`src/rtl/timing_sequencer_if.sv`:
```
// timing_sequencer_if: control inputs and phase strobe outputs
// of the multi-phase timing sequencer, grouped with master/slave views.
interface timing_sequencer_if #(
    parameter int PHASE_COUNT = 4,
    parameter int LEN_WIDTH   = 4
);
    localparam int IDX_WIDTH = $clog2(PHASE_COUNT);

    logic                             enable;
    logic                             mode_oneshot;
    logic                             start;
    logic [PHASE_COUNT*LEN_WIDTH-1:0] phase_len;
    logic [PHASE_COUNT-1:0]           phase_out;
    logic [IDX_WIDTH-1:0]             phase_index;
    logic                             phase_first;
    logic                             busy;
    logic                             cycle_done;

    modport master (
        output enable,
        output mode_oneshot,
        output start,
        output phase_len,
        input  phase_out,
        input  phase_index,
        input  phase_first,
        input  busy,
        input  cycle_done
    );

    modport slave (
        input  enable,
        input  mode_oneshot,
        input  start,
        input  phase_len,
        output phase_out,
        output phase_index,
        output phase_first,
        output busy,
        output cycle_done
    );
endinterface

```
`src/rtl/timing_sequencer.sv`:
```
// timing_sequencer: one-hot phase strobes with per-phase dwell lengths.
// Define TIMING_SEQUENCER_GAP_EN to insert one idle GAP cycle per transition.
module timing_sequencer #(
    parameter int PHASE_COUNT = 4,
    parameter int LEN_WIDTH   = 4
) (
    input logic               clock,
    input logic               reset_n,
    timing_sequencer_if.slave bus
);
    localparam int IDX_WIDTH = $clog2(PHASE_COUNT);
    localparam logic [IDX_WIDTH-1:0] LAST =
        IDX_WIDTH'(PHASE_COUNT - 1);
    localparam logic [PHASE_COUNT-1:0] ONE =
        PHASE_COUNT'(1);

    typedef enum logic [1:0] {
        IDLE = 2'd0,
`ifdef TIMING_SEQUENCER_GAP_EN
        GAP  = 2'd2,
`endif
        RUN  = 2'd1
    } state_t;

    state_t                 state_q, state_n;
    logic [LEN_WIDTH-1:0]   cnt_q, cnt_n;
    logic                   mode_q, mode_n;
    logic [PHASE_COUNT-1:0] out_q, out_n;
    logic [IDX_WIDTH-1:0]   idx_q, idx_n;
    logic                   first_q, first_n;
    logic                   busy_q, busy_n;
    logic                   done_q, done_n;
    logic                   adv;
    logic                   enter;
    logic [IDX_WIDTH-1:0]   tgt;
    logic [LEN_WIDTH-1:0]   lens [PHASE_COUNT];

    for (genvar g = 0; g < PHASE_COUNT; g++) begin : g_len
        assign lens[g] = bus.phase_len[g*LEN_WIDTH +: LEN_WIDTH];
    end

    // Next state/outputs; everything holds while enable is low.
    always_comb begin
        state_n = state_q;
        cnt_n   = cnt_q;
        mode_n  = mode_q;
        out_n   = out_q;
        idx_n   = idx_q;
        first_n = first_q;
        busy_n  = busy_q;
        done_n  = done_q;
        adv     = 1'b0;
        enter   = 1'b0;
        tgt     = idx_q;
        if (bus.enable) begin
            first_n = 1'b0;
            unique case (state_q)
                IDLE: begin
                    if (!bus.mode_oneshot || bus.start) begin
                        enter  = 1'b1;
                        tgt    = '0;
                        mode_n = bus.mode_oneshot;
                    end
                end
                RUN: begin
                    if (cnt_q != '0) begin
                        cnt_n = cnt_q - 1'b1;
                    end else begin
`ifdef TIMING_SEQUENCER_GAP_EN
                        state_n = GAP;
                        out_n   = '0;
`else
                        adv = 1'b1;
`endif
                    end
                end
`ifdef TIMING_SEQUENCER_GAP_EN
                GAP: adv = 1'b1;
`endif
                default: state_n = IDLE;
            endcase
            // Move to next phase, wrap, or finish a one-shot run.
            if (adv) begin
                if (idx_q != LAST) begin
                    enter = 1'b1;
                    tgt   = idx_q + 1'b1;
                end else if (!mode_q) begin
                    enter  = 1'b1;
                    tgt    = '0;
                    mode_n = bus.mode_oneshot;
                end else begin
                    state_n = IDLE;
                    out_n   = '0;
                    busy_n  = 1'b0;
                end
            end
            // Phase entry samples its length; zero acts as one.
            if (enter) begin
                state_n = RUN;
                idx_n   = tgt;
                out_n   = ONE << tgt;
                first_n = 1'b1;
                busy_n  = 1'b1;
                cnt_n   = (lens[tgt] == '0) ? '0
                        : lens[tgt] - 1'b1;
            end
            done_n = (state_n == RUN) && (idx_n == LAST)
                  && (cnt_n == '0);
        end
    end

    // State and registered outputs with async active-low reset.
    always_ff @(posedge clock or negedge reset_n) begin
        if (!reset_n) begin
            state_q <= IDLE;
            cnt_q   <= '0;
            mode_q  <= 1'b0;
            out_q   <= '0;
            idx_q   <= '0;
            first_q <= 1'b0;
            busy_q  <= 1'b0;
            done_q  <= 1'b0;
        end else begin
            state_q <= state_n;
            cnt_q   <= cnt_n;
            mode_q  <= mode_n;
            out_q   <= out_n;
            idx_q   <= idx_n;
            first_q <= first_n;
            busy_q  <= busy_n;
            done_q  <= done_n;
        end
    end

    assign bus.phase_out   = out_q;
    assign bus.phase_index = idx_q;
    assign bus.phase_first = first_q;
    assign bus.busy        = busy_q;
    assign bus.cycle_done  = done_q;
endmodule

```
`src/flat_wrapper.sv`:
```
// flat-port wrapper written by rule: the top's interface ports become plain ports
module timing_sequencer_flat 
#(
    parameter int PHASE_COUNT = 4,
    parameter int LEN_WIDTH   = 4
)
  (clock, reset_n, bus_enable, bus_mode_oneshot, bus_start, bus_phase_len, bus_phase_out, bus_phase_index, bus_phase_first, bus_busy, bus_cycle_done);
  timing_sequencer_if #(.PHASE_COUNT(PHASE_COUNT), .LEN_WIDTH(LEN_WIDTH)) bus_i ();
  input logic clock;
  input logic reset_n;
  input wire logic [$bits(bus_i.enable)-1:0] bus_enable;
  input wire logic [$bits(bus_i.mode_oneshot)-1:0] bus_mode_oneshot;
  input wire logic [$bits(bus_i.start)-1:0] bus_start;
  input wire logic [$bits(bus_i.phase_len)-1:0] bus_phase_len;
  output wire logic [$bits(bus_i.phase_out)-1:0] bus_phase_out;
  output wire logic [$bits(bus_i.phase_index)-1:0] bus_phase_index;
  output wire logic [$bits(bus_i.phase_first)-1:0] bus_phase_first;
  output wire logic [$bits(bus_i.busy)-1:0] bus_busy;
  output wire logic [$bits(bus_i.cycle_done)-1:0] bus_cycle_done;
  assign bus_i.enable = bus_enable;
  assign bus_i.mode_oneshot = bus_mode_oneshot;
  assign bus_i.start = bus_start;
  assign bus_i.phase_len = bus_phase_len;
  assign bus_phase_out = bus_i.phase_out;
  assign bus_phase_index = bus_i.phase_index;
  assign bus_phase_first = bus_i.phase_first;
  assign bus_busy = bus_i.busy;
  assign bus_cycle_done = bus_i.cycle_done;
  timing_sequencer #(.PHASE_COUNT(PHASE_COUNT), .LEN_WIDTH(LEN_WIDTH)) u_core (.clock(clock), .reset_n(reset_n), .bus(bus_i));
endmodule
```
`config.mk`:
```
export PLATFORM = sky130hd
export DESIGN_NAME = timing_sequencer_flat
export DESIGN_NICKNAME = d
export VERILOG_FILES = /design/src/rtl/timing_sequencer_if.sv /design/src/rtl/timing_sequencer.sv /design/src/flat_wrapper.sv
export SDC_FILE = /design/constraint.sdc
export NUM_CORES = 1
export LEC_CHECK = 0
export BUFFER_PORTS_ARGS = -buffer_cell sky130_fd_sc_hd__buf_2
export CORE_UTILIZATION = 40
export CTS_CLUSTER_DIAMETER = 120
export DETAILED_ROUTE_END_ITERATION = 6
export REMOVE_ABC_BUFFERS = 1
export SLEW_MARGIN = 20
export SYNTH_ARGS = -nofsm -noshare
export SYNTH_HDL_FRONTEND = slang
export SYNTH_SLANG_ARGS = --single-unit
```
`constraint.sdc`:
```
create_clock -name clock -period 5.2 [get_ports clock]
set_clock_uncertainty 0.05 [all_clocks]
set_input_delay 0.26 -clock clock [delete_from_list [all_inputs] [get_ports clock]]
set_output_delay 0.26 -clock clock [all_outputs]
set_load 0.05 [all_outputs]
```
-- Word-level counts from Yosys, hierarchy flattened
Index checks and enable logic that the tools add are counted.
- register bits: 16
- input bits: 21
- output and inout bits: 9
- word-level logic and storage cells: 76
- $add $sub $neg: 3
- order comparisons: 1
- equality and inequality tests: 5
- shift operators: 1
- multiplexer cells: 45
- bitwise operators: 1
- reduce and logical (&&, ||, !) cells: 12
- operators with widths (operator ; count):
    4-bit 2-to-1 mux ; 11
    2-bit 2-to-1 mux ; 14
    1-bit 2-to-1 mux ; 19
    4-bit binary-select mux with 2-bit select ; 1
    4-bit zero test ; 2
    4-bit by 1-bit subtractor with 4-bit output (second input constant) ; 2
    2-bit by 1-bit == test with 1-bit output (second input constant) ; 2
    2-bit != test (second input constant) ; 2
    4-bit AND reduction ; 1
    2-bit nonzero test ; 2
    4-bit nonzero test ; 1
    1-bit by 2-bit << shifter with 4-bit output (first input constant) ; 1
    3-bit >= comparator (second input constant) ; 1
    2-bit inverter with 3-bit output ; 1
    2-bit by 1-bit adder with 2-bit output (second input constant) ; 1
    2-bit == test (second input constant) ; 1
    1-bit logical AND ; 2
    2-bit zero test ; 1
    2-bit OR reduction ; 1
    1-bit zero test ; 1
    1-bit logical OR ; 1

-- Logic depth before layout (Yosys ltp)
- word-level depth: 18
- gate-level depth with buffers: 10

-- Worst setup path after synthesis
OpenSTA, ideal clock, no wires.
- path kind: reg-to-reg
- from: register u_core.idx_q[1], in the netlist u_core.bus.phase_index[1]
- to: register u_core.done_q, in the netlist u_core.bus.cycle_done
- setup time: 0.135 ns
- arrival time: 2.491 ns
- data required time: 5.015 ns
- path slack: 2.524 ns
- cell stages (with the launch flop): 10
- cell sequence: dfrtp_1 > ha_1 > nand2_1 > and3_4 > o31ai_4 > nand2_1 > a32oi_1 > or4b_1 > nand2_1 > o41ai_2
- word-level cells in the longest chain between the ends: 16
- elaborated cells between the ends (all ways): 31
- RTL lines (what ; RTL line ; RTL):
    start, declared ; timing_sequencer.sv:29 ; logic [IDX_WIDTH-1:0] idx_q, idx_n;
    start signal, assigned ; timing_sequencer.sv:128 ; idx_q <= idx_n;
    2-bit 2-to-1 mux ; timing_sequencer.sv:59 ; if (!bus.mode_oneshot || bus.start) begin
    2-bit 2-to-1 mux ; timing_sequencer.sv:57 ; unique case (state_q)
    2-bit 2-to-1 mux ; timing_sequencer.sv:87 ; end else if (!mode_q) begin
    2-bit 2-to-1 mux ; timing_sequencer.sv:84 ; if (idx_q != LAST) begin
    2-bit 2-to-1 mux ; timing_sequencer.sv:83 ; if (adv) begin
    2-bit 2-to-1 mux ; timing_sequencer.sv:55 ; if (bus.enable) begin
    2-bit inverter with 3-bit output (implied by the code) ; timing_sequencer.sv:104, timing_sequencer.sv:105 ;
    4-bit binary-select mux with 2-bit select ; timing_sequencer.sv:104, timing_sequencer.sv:105 ;
    4-bit 2-to-1 mux (implied by the code) (2 in a row) ; timing_sequencer.sv:104, timing_sequencer.sv:105 ;
    4-bit by 1-bit subtractor with 4-bit output or 4-bit zero test (tied branches) ; timing_sequencer.sv:105, timing_sequencer.sv:104 ;
    4-bit 2-to-1 mux ; timing_sequencer.sv:104 ; cnt_n = (lens[tgt] == '0) ? '0
    4-bit 2-to-1 mux ; timing_sequencer.sv:98 ; if (enter) begin
    4-bit 2-to-1 mux ; timing_sequencer.sv:55 ;
    4-bit zero test ; timing_sequencer.sv:108 ; && (cnt_n == '0);
    1-bit logical AND * ; timing_sequencer.sv:108 ;
    end signal, assigned ; timing_sequencer.sv:131 ; done_q <= done_n;
    end, declared ; timing_sequencer.sv:32 ; logic done_q, done_n;
Every way passes the cells marked *; elsewhere a longest branch is shown, timed or not. The select of a mux whose other input is x is not followed.
A chain may end at the register's enable or synchronous reset.

-- Worst setup path in the final report
- from: register u_core.cnt_q[0]
- to: register u_core.done_q, in the netlist u_core.bus.cycle_done
- word-level cells in the longest chain between the ends: 16
- elaborated cells between the ends (all ways): 30
- RTL lines (what ; RTL line ; RTL):
    start, declared ; timing_sequencer.sv:26 ; logic [LEN_WIDTH-1:0] cnt_q, cnt_n;
    start signal, assigned ; timing_sequencer.sv:125 ; cnt_q <= cnt_n;
    4-bit nonzero test ; timing_sequencer.sv:66 ; if (cnt_q != '0) begin
    1-bit 2-to-1 mux ; timing_sequencer.sv:66 ;
    1-bit 2-to-1 mux ; timing_sequencer.sv:57 ;
    1-bit 2-to-1 mux ; timing_sequencer.sv:55 ;
    2-bit 2-to-1 mux ; timing_sequencer.sv:83 ;
    2-bit 2-to-1 mux ; timing_sequencer.sv:55 ;
    2-bit inverter with 3-bit output (implied by the code) ; timing_sequencer.sv:104, timing_sequencer.sv:105 ;
    4-bit binary-select mux with 2-bit select ; timing_sequencer.sv:104, timing_sequencer.sv:105 ;
    4-bit 2-to-1 mux (implied by the code) (2 in a row) ; timing_sequencer.sv:104, timing_sequencer.sv:105 ;
    4-bit by 1-bit subtractor with 4-bit output or 4-bit zero test (tied branches) ; timing_sequencer.sv:105, timing_sequencer.sv:104 ;
    4-bit 2-to-1 mux ; timing_sequencer.sv:104 ;
    4-bit 2-to-1 mux ; timing_sequencer.sv:98 ;
    4-bit 2-to-1 mux ; timing_sequencer.sv:55 ;
    4-bit zero test ; timing_sequencer.sv:108 ;
    1-bit logical AND * ; timing_sequencer.sv:108 ;
Marked as above.

==> impl_results.md <==
- Outcome: finished, final reports clean
- Most frequent cells in the layout: 29 x buf_2, 18 x nand2_1, 16 x nor2_1, 16 x dfrtp_1, 8 x a21oi_1
- Slew Viols, Final: 0
- PwrDens: 615.1 nW/um2
- Remaining antenna violation count: 0
- First-pass GRT wire length: 3960 um
- Design Area, Final: 1305 um2
- Hold Crit Class: primary input to flip-flop
- #FFs+latches synth: 16
- Nets: 179
- Worst Tran Pin Value: 0.6092 ns
- Clk_lat worst skew: 0.29 ns
- Minimum clock period: 3.060 ns
- TritonRoute pass-1 iters: 4
- CTS tree: built
- Critical Path AT: 3.21 ns
- Port buffer count: 29
- H-tree Lvls: 1
- CORE AREA: 2522 um2
- Switching Fraction: 0.5213
- Worst setup EP type: flip-flop
- Setup CP Type: flip-flop to flip-flop
- GP Congestion: 0.7979
- Cells after DPL: 179
- Largest family of logic cells by synthesized area: compound AO/OA/AOI/OAI gates
- Post-CTS resize count: 0
- Peak VDD IR: 0.3738 mV
- Iter 0 DRT Violations: 19
- Pleak: 0.6065 nW
- # DRC: 0
- Flop pwr share: 0.267
- Bufs on Longest Clock Path: 2
- Number of vias in the routed layout: 1064
- Vias/cell: 5.783
- Clk pwr share: 0.108
- Mapped Cells: 123
- Synth Area in XOR/XNOR: 0.02414
- Non-Filler Instances: 184
- Hold Fails Final Rpt: 0
- Rows: 18
- Unique cell type count in the Yosys netlist: 41
- Combinational share of power: 0.625
- Simple logic cell fraction of the synthesized area: 0.2586
- Period Utilization, post-route: 0.5884
- NetSw: 0.4185 mW
- Share of post-route cells with drive strength above 1: 0.2727
- DP Area: 1259 um2
- Die width: 54.17 um
- Rel. slew slack: 0.5930
- # setup viols final: 0
- CP required: 5.35 ns
- Adder-Cell Fraction of Synth Area: 0.03448
- Post-DP HPWL: 2090 um
- Tot Pwr: 0.8028 mW
- # clock sinks: 16
- GRT Residual Overflow: 0
- Initial core utilization: 0.4315
- Ys Warns: 0
- Synth Area in Compound Gates: 0.2724
- Max Clk Rate: 326.8 MHz
- Number of global-route vias before repair: 870
- Synthesized area: 1089 um2
- I/O Pins: 30
- Routed wire per std cell: 14.93 um
- Max Fanout on Critical Path: 8
- Total routed wirelength: 2747 um
- Mean Syn Cell Area: 8.850 um2
- Mux contribution to synthesized area: 0.02069
- Setup_tns: 0 ns
- Unrepaired setup endpoints after global routing: false
- Gr usage total: 0.1933
- P&R area growth vs syn: 19.88%
- Die H: 54.17 um
- Initial antenna violation count: 0
- TritonCTS buffer count: 3
- Worst setup SP type: flip-flop
- Commonest non-fill, non-tap cell in the layout: buf_2
- Max-Cap Viols: 0
- Seq/Total Area, Yosys: 0.3678
- Number of inserted diodes: 0
- Die area: 2934 um2
- CTS clock-pin slew for the worst setup and hold paths: 0.10 ns
- CTS Root Cell: clkbuf_4
- Largest net degree at the start of global routing: 18
- Internal Dissipation: 0.3843 mW
## cell type report
type / count / area, um2
Fill cell: 246 / 1217
Multi-Input combinational cell: 101 / 664.4
Sequential cell: 16 / 400.4
Timing Repair Buffer: 30 / 155.1
Tap cell: 30 / 37.54
Clock buffer: 4 / 36.28
Inverter: 3 / 11.26
## worst max-delay path, stage by stage (launching register included)
cell and delay, ns:
dfrtp_1 0.44, inv_1 0.10, ha_1 0.15, nor3b_4 0.32
and3_4 0.29, o21ai_1 0.23, a221oi_1 0.39, o22ai_1 0.20
o211ai_1 0.27, nand4_1 0.17, o41ai_2 0.36
## synth_stat cells
| cell type | n | share of area |
|---|---|---|
| a211oi_1 | 1 | 0.0069 |
| a21boi_1 | 1 | 0.0069 |
| a21o_1 | 1 | 0.0069 |
| a21oi_1 | 8 | 0.037 |
| a221oi_1 | 4 | 0.032 |
| a22o_1 | 2 | 0.016 |
| a22o_2 | 2 | 0.018 |
| a31oi_1 | 3 | 0.017 |
| a32o_1 | 1 | 0.0092 |
| a32oi_1 | 3 | 0.024 |
| and2_1 | 4 | 0.023 |
| and3_4 | 1 | 0.010 |
| buf_2 | 1 | 0.0046 |
| clkbuf_1 | 2 | 0.0069 |
| dfrtp_1 | 16 | 0.37 |
| ha_1 | 3 | 0.034 |
| inv_1 | 3 | 0.010 |
| mux2_2 | 2 | 0.021 |
| nand2_1 | 18 | 0.062 |
| nand2b_1 | 3 | 0.017 |
| nand3_1 | 2 | 0.0092 |
| nand4_1 | 1 | 0.0058 |
| nand4b_2 | 1 | 0.014 |
| nor2_1 | 16 | 0.055 |
| nor2b_1 | 3 | 0.017 |
| nor3_1 | 1 | 0.0046 |
| nor3b_4 | 1 | 0.017 |
| nor4b_1 | 1 | 0.0080 |
| o211ai_1 | 1 | 0.0069 |
| o21a_1 | 2 | 0.014 |
| o21ai_0 | 4 | 0.018 |
| o21ai_1 | 1 | 0.0046 |
| o21bai_1 | 1 | 0.0069 |
| o22ai_1 | 1 | 0.0058 |
| o31ai_1 | 1 | 0.0069 |
| o31ai_4 | 1 | 0.020 |
| o41ai_2 | 1 | 0.015 |
| or2_1 | 1 | 0.0058 |
| or4b_1 | 1 | 0.0092 |
| xnor2_1 | 2 | 0.016 |
| xor2_1 | 1 | 0.0080 |
## metal layers
layer | wire length (um) | global-route usage
met1 | 1358 | 0.2671
met2 | 1245 | 0.3069
met3 | 107 | 0.02542
met4 | 36 | 0.06410
met5 | 0 | 0
## final timing paths
path | to | slack [ns] | cells past startpoint | startpoint
max | u_core.bus.cycle_done | 2.14 | 10 | u_core.cnt_q[0]
min | u_core.mode_q | 0.14 | 3 | bus_mode_oneshot
max reg2reg | u_core.bus.cycle_done | 2.14 | 10 | u_core.cnt_q[0]
min reg2reg | u_core.bus.busy | 0.43 | 2 | u_core.bus.busy
max in group asynchronous | u_core.bus.phase_out[3] | 4.48 | 2 | reset_n
min in group asynchronous | u_core.state_q[0] | 0.35 | 2 | reset_n
## state kept, by name, summed over array words and instances (netlist names)
signal	cells
u_core.state_q	2
u_core.bus.phase_out	4
u_core.bus.cycle_done	1
u_core.bus.busy	1
u_core.mode_q	1
u_core.bus.phase_index	2
u_core.cnt_q	4
u_core.bus.phase_first	1
## logic make-up (layout without fill, tap and decap cells)
kind of cell    count (synthesis)  count (layout)
compound gates                 39              39
mux                             2               2
buf+inv                         6              37
xor+xnor                        3               3
flops                          16              16
simple gates                   54              54
fa+ha+maj                       3               3
## repair_timing
action / CTS / global route
endpoints found under the setup margin: 0 / 0
hold buffers: 1 / 0
hold endpoints to repair: 16 / 0
buffers inserted: 0 / 0
## power by group through the flow
stage | Clock (mW) | Combinational [mW] | Sequential [mW]
detailed placement | 0 | 0.498 | 0.216
global route | 0.0936 | 0.548 | 0.219
finish | 0.0869 | 0.502 | 0.214
global placement | 0 | 0.493 | 0.214
CTS | 0.0895 | 0.500 | 0.214
floorplan | 0 | 0.306 | 0.291
## stage by stage
step,setup WS (ns),hold slack (ns),utilization
2_1_floorplan,2.524,-0.08559,-
3_3_place_gp,2.361,0.1459,0.4990
3_5_place_dp,2.235,0.1571,0.4990
4_1_cts,2.179,0.1331,0.5174
5_1_grt,2.007,0.1570,0.5174
6_report,2.140,0.1363,0.5174
Note: power is estimated with default switching activity, not from simulation.
